==> config.mk <==
export PLATFORM = sky130hd
export DESIGN_NAME = cdb_arbiter
export DESIGN_NICKNAME = d
export VERILOG_FILES = /design/src/rtl/cdb_arbiter.sv
export SDC_FILE = /design/constraint.sdc
export NUM_CORES = 1
export LEC_CHECK = 0
export ABC_AREA = 1
export CORE_ASPECT_RATIO = 1.5
export CORE_MARGIN = 4
export CORE_UTILIZATION = 45
export CTS_CLUSTER_SIZE = 14
export DETAILED_ROUTE_END_ITERATION = 7
export PLACE_DENSITY = 0.77
export SYNTH_ARGS = -nofsm -noshare
export SYNTH_HDL_FRONTEND = slang
export SYNTH_SLANG_ARGS = --single-unit
==> constraint.sdc <==
create_clock -name clk -period 6.28 [get_ports clk]
set_input_delay 1.256 -clock clk [delete_from_list [all_inputs] [get_ports clk]]
set_output_delay 1.256 -clock clk [all_outputs]
set_load 0.01 [all_outputs]
==> src/rtl/cdb_arbiter.sv <==
// cdb_arbiter: round-robin arbiter for the common data bus.
// Picks at most one pending functional-unit result per cycle, acknowledges
// it combinationally through req_ready, and drives a registered broadcast
// (cdb_valid/cdb_tag/cdb_val) on the following cycle. Requests carrying the
// reserved NONE tag are acknowledged and dropped, and flagged in tag_err.

module cdb_arbiter #(
   parameter int                NUM_FU = 4,
   parameter int                TAG_W  = 5,
   parameter int                DATA_W = 32,
   parameter logic [TAG_W-1:0]  NONE   = '1
) (
   input  logic                       clk,
   input  logic                       rst_n,
   input  logic [NUM_FU-1:0]          req_valid,
   input  logic [NUM_FU*TAG_W-1:0]    req_tag,
   input  logic [NUM_FU*DATA_W-1:0]   req_val,
   output logic [NUM_FU-1:0]          req_ready,
   input  logic                       cdb_hold,
   output logic                       cdb_valid,
   output logic [TAG_W-1:0]           cdb_tag,
   output logic [DATA_W-1:0]          cdb_val,
   output logic                       tag_err,
   output logic [15:0]                grant_cnt
);

   localparam int               PTR_W = (NUM_FU > 1) ? $clog2(NUM_FU) : 1;
   localparam logic [PTR_W-1:0] LAST  = PTR_W'(NUM_FU - 1);

   logic [PTR_W-1:0]  rr_ptr;
   logic [PTR_W-1:0]  win_idx;
   logic [PTR_W-1:0]  next_ptr;
   logic              win_found;
   logic [TAG_W-1:0]  win_tag;
   logic [DATA_W-1:0] win_val;
   logic              xfer;
   logic              drop;

   logic [TAG_W-1:0]  tag_arr [NUM_FU];
   logic [DATA_W-1:0] val_arr [NUM_FU];

   // Unpack the flat request buses into per-unit arrays for indexed selection
   always_comb begin
      for (int i = 0; i < NUM_FU; i++) begin
         tag_arr[i] = req_tag[i*TAG_W +: TAG_W];
         val_arr[i] = req_val[i*DATA_W +: DATA_W];
      end
   end

   // Search rr_ptr, rr_ptr+1, ... (mod NUM_FU) for the first pending unit
   always_comb begin
      logic [PTR_W-1:0] unit;
      unit      = '0;
      win_found = 1'b0;
      win_idx   = '0;
      win_tag   = NONE;
      win_val   = '0;
      for (int k = 0; k < NUM_FU; k++) begin
         unit = PTR_W'((int'(rr_ptr) + k) % NUM_FU);
         if (!win_found && req_valid[unit]) begin
            win_found = 1'b1;
            win_idx   = unit;
            win_tag   = tag_arr[unit];
            win_val   = val_arr[unit];
         end
      end
   end

   // One-hot grant, suppressed by hold and while reset is asserted
   always_comb begin
      req_ready = '0;
      xfer      = rst_n && !cdb_hold && win_found;
      drop      = xfer && (win_tag == NONE);
      next_ptr  = (win_idx == LAST) ? '0 : win_idx + 1'b1;
      if (xfer) begin
         req_ready[win_idx] = 1'b1;
      end
   end

   // Round-robin pointer moves past the unit that just transferred
   always_ff @(posedge clk or negedge rst_n) begin
      if (!rst_n) begin
         rr_ptr <= '0;
      end else if (xfer) begin
         rr_ptr <= next_ptr;
      end
   end

   // Registered broadcast; value holds when nothing valid is broadcast
   always_ff @(posedge clk or negedge rst_n) begin
      if (!rst_n) begin
         cdb_valid <= 1'b0;
         cdb_tag   <= NONE;
         cdb_val   <= '0;
      end else if (xfer && !drop) begin
         cdb_valid <= 1'b1;
         cdb_tag   <= win_tag;
         cdb_val   <= win_val;
      end else begin
         cdb_valid <= 1'b0;
         cdb_tag   <= NONE;
      end
   end

   // Sticky NONE-tag error flag and saturating broadcast counter
   always_ff @(posedge clk or negedge rst_n) begin
      if (!rst_n) begin
         tag_err   <= 1'b0;
         grant_cnt <= '0;
      end else begin
         if (drop) begin
            tag_err <= 1'b1;
         end
         if (xfer && !drop && (grant_cnt != 16'hFFFF)) begin
            grant_cnt <= grant_cnt + 16'd1;
         end
      end
   end

endmodule

==> flow_metrics.py <==
metrics = {
    "timing": {
        "fin_setup_tns_ns": 0,
        "slew_viol_final": 0,
        "rsz0062_at_grt": "no",
        "hold_violations": 0,
        "max_slew_margin_pct": 30.7,
        "fin_crit_sh_pct": 84.1,
        "fmax_ghz": 0.189,
        "setup_viol": 0,
        "tightest_slew_ns": 1.04,
        "finClkSkew_ns": 0.00630,
        "post-route-min-period_ns": 5.28,
    },
    "floorplanning": {
        "start_util_pct": 46.0,
        "dieArea_sq_mm": 0.0176,
        "fp.dieH_microns": 160,
        "io_pins": 214,
        "core_sq_mm": 0.0151,
        "rows": 55,
        "die_x_microns": 110,
    },
    "clock_tree": {
        "post_cts_buffers": 0,
        "clock_path_buffers": 2,
        "numCtsBuffers": 9,
        "cts-resized-gates": 0,
        "root_buffer": "clkbuf_16",
        "cts_tree": "yes",
        "holdBufCountCts": 0,
        "htreeDepth": 3,
        "clk_pin_slew_worst_paths_ns": 0.06,
        "worstSkewPairLatency_ns": 0.34,
        "cts_sinks": 57,
    },
    "yosys": {
        "syn_area_per_cell_sq_um": 5.36,
        "yosys_warnings": 0,
        "synth.distinct_cells": 32,
        "synthMuxAreaShare_pct": 0.144,
        "yosysSeqAreaShare_pct": 20.6,
        "synth_edf_count": 0,
        "synth-simple-area-share_pct": 39.1,
        "yosys.area_share.xor_xnor_pct": 1.76,
        "synth-adder-area-share_pct": 0.899,
        "netlist_area_sq_mm": 0.00696,
        "synth_top_family_by_area": "simple AND/OR/NAND/NOR gates",
        "synth_compound_area_share_pct": 24.9,
        "yosysMostFrequentCell": "nand2_1",
        "yosys.area.top_type": "nand2_1",
        "ys_async_sr_fraction_pct": 100,
        "ys_top_cells_by_count": "nand2_1, o21ai_0, nor2_1",
        "synth.area.top_cells": "nand2_1, o21ai_0, dfrtp_1, nor2_1, inv_1",
        "synth_top_area_share_pct": 22.7,
        "synth_seq_cells": 57,
        "synth_flop_cell": "dfrtp_1",
        "synth_cells": 1299,
        "syn_nets": 1459,
    },
    "detailed_routing": {
        "post_drt_wl_per_cell_microns": 14.4,
        "drtIter0Drc": 537,
        "wl_mm": 23.7,
        "dr.pass1.iters": 6,
        "vias": 8703,
        "drcViolationCount": 0,
        "ant_nets": 0,
        "vias_per_cell": 5.30,
    },
    "worst_setup_path": {
        "r2r_cells": 15,
        "endpoint_kind": "output port",
        "critPathRequiredTime_ns": 5.02,
        "cp_max_fo": 99,
        "cp.arrival_ns": 4.02,
        "critPathKind": "flip-flop to output port",
        "startpoint_type": "flip-flop",
    },
    "final_layout": {
        "final_core_util_pct": 61.3,
        "multi_input_area_sq_mm": 0.00467,
        "design_area_sq_mm": 0.00929,
        "layout-drive-gt1-share_pct": 3.40,
        "final_nets": 1598,
        "seqCellArea_sq_mm": 0.00144,
        "area_growth_pct": 33.5,
        "n_fill_cell": 1539,
        "stdcell_count": 1643,
    },
    "place": {
        "dp_hpwl_mm": 16.9,
        "gp_congestion": 0.905,
        "io_buffers": 213,
        "dp_cells": 1626,
        "dpl-instance-area_sq_mm": 0.00901,
    },
    "global_route": {
        "grt_max_degree": 133,
        "grt_pass1_vias": 8164,
        "track_usage_pct": 26.9,
        "grt_pass1_wl_mm": 38.3,
        "grt_overflow_total": 0,
        "antenna_found_initial": 2,
    },
    "status": {
        "status": "completed",
    },
    "pwr": {
        "p_leak_uw": 0.00429,
        "peakVddDrop_mv": 0.306,
        "power.density_mw_per_mm2": 462,
    },
    "worst_hold_path": {
        "hold_class": "flip-flop to flip-flop",
        "min_path_cells": 2,
    },
    "job": {
        "max_cap_violations": 0,
    },
}
==> layer usage <==
metal	global-route usage [%]	vias to the layer above	part of all wire (%)
li1	-	4487	-
met1	31.3	3857	40
met2	47.5	295	50
met3	3.80	62	5.4
met4	12.9	2	4.3
met5	0	-	0.034
==> power breakdown <==
group / internal, uW / leakage, uW / switching (uW)
clock network: 276 / 0.000128 / 190
registers: 510 / 0.000725 / 192
logic: 1140 / 0.00343 / 1970
==> worst max-delay path: stages (launching register included) <==
cell,delay (ns)
dfrtp_4,0.96
inv_2,0.46
nand2_1,0.17
nand2_2,0.19
nand2_1,0.20
nand2_2,0.15
nor2_4,0.25
nand2_2,0.09
o221ai_1,0.16
a21oi_1,0.12
inv_1,0.11
ha_1,0.14
inv_1,0.03
nor2_1,0.08
clkdlybuf4s50_1,0.55
==> path summary, 6_finish.rpt <==
| path | start | endpoint | slack, ns |
|---|---|---|---|
| min in group asynchronous | rst_n | grant_cnt[2] | 1.12 |
| max in group asynchronous | rst_n | rr_ptr[0] | 4.54 |
| setup reg to reg | rr_ptr[1] | cdb_val[19] | 1.45 |
| hold reg to reg | cdb_val[20] | cdb_val[20] | 0.49 |
| setup / recovery | rr_ptr[0] | req_ready[2] | 1.00 |
| hold / removal | cdb_val[20] | cdb_val[20] | 0.49 |
==> cells by family (layout without fill, tap and decap cells) <==
family | after synthesis | count (layout)
buffers and inverters | 213 | 357
AO/OA/AOI/OAI | 344 | 344
multiplexers | 1 | 1
adder cells (fa/ha/maj) | 5 | 5
flip-flops | 57 | 57
XOR/XNOR | 14 | 14
other | 0 | 1
AND/OR/NAND/NOR | 665 | 665
==> metrics by stage <==
| step | power [uW] | setup slack (ns) | hold slack (ns) |
|---|---|---|---|
| global route | 4790 | 0.595 | 0.515 |
| floorplan | 2920 | 2.15 | 0.513 |
| CTS | 4300 | 0.996 | 0.491 |
| global placement | 3770 | 1.35 | 0.470 |
| detailed placement | 3820 | 1.29 | 0.477 |
| finish | 4290 | 1.00 | 0.489 |
==> state kept, by name, indices dropped and copies added (netlist names) <==
name and count:
grant_cnt 16, rr_ptr 2, tag_err 1, cdb_valid 1, cdb_val 32, cdb_tag 5
==> cell type report <==
class / count / area share, %
diodes: 1 / 0.0270
clock buffers: 11 / 2.61
clock inverters: 5 / 0.350
inverters: 117 / 4.73
multi-input cells: 1029 / 50.3
flip-flops and latches: 57 / 15.5
well taps: 199 / 2.68
repair buffers: 224 / 23.8
==> placed cells by master, fill, tap and decap left out, types with 6 or more instances in the layout <==
cell,instances
nand2_1,419
o21ai_0,305
clkdlybuf4s50_1,212
nor2_1,148
inv_1,113
nand4_1,57
dfrtp_1,50
o21ai_1,31
nand3_1,22
buf_4,11
xor2_1,10
clkbuf_16,9
nor3_1,6
Note: power is estimated with default switching activity, not from simulation.
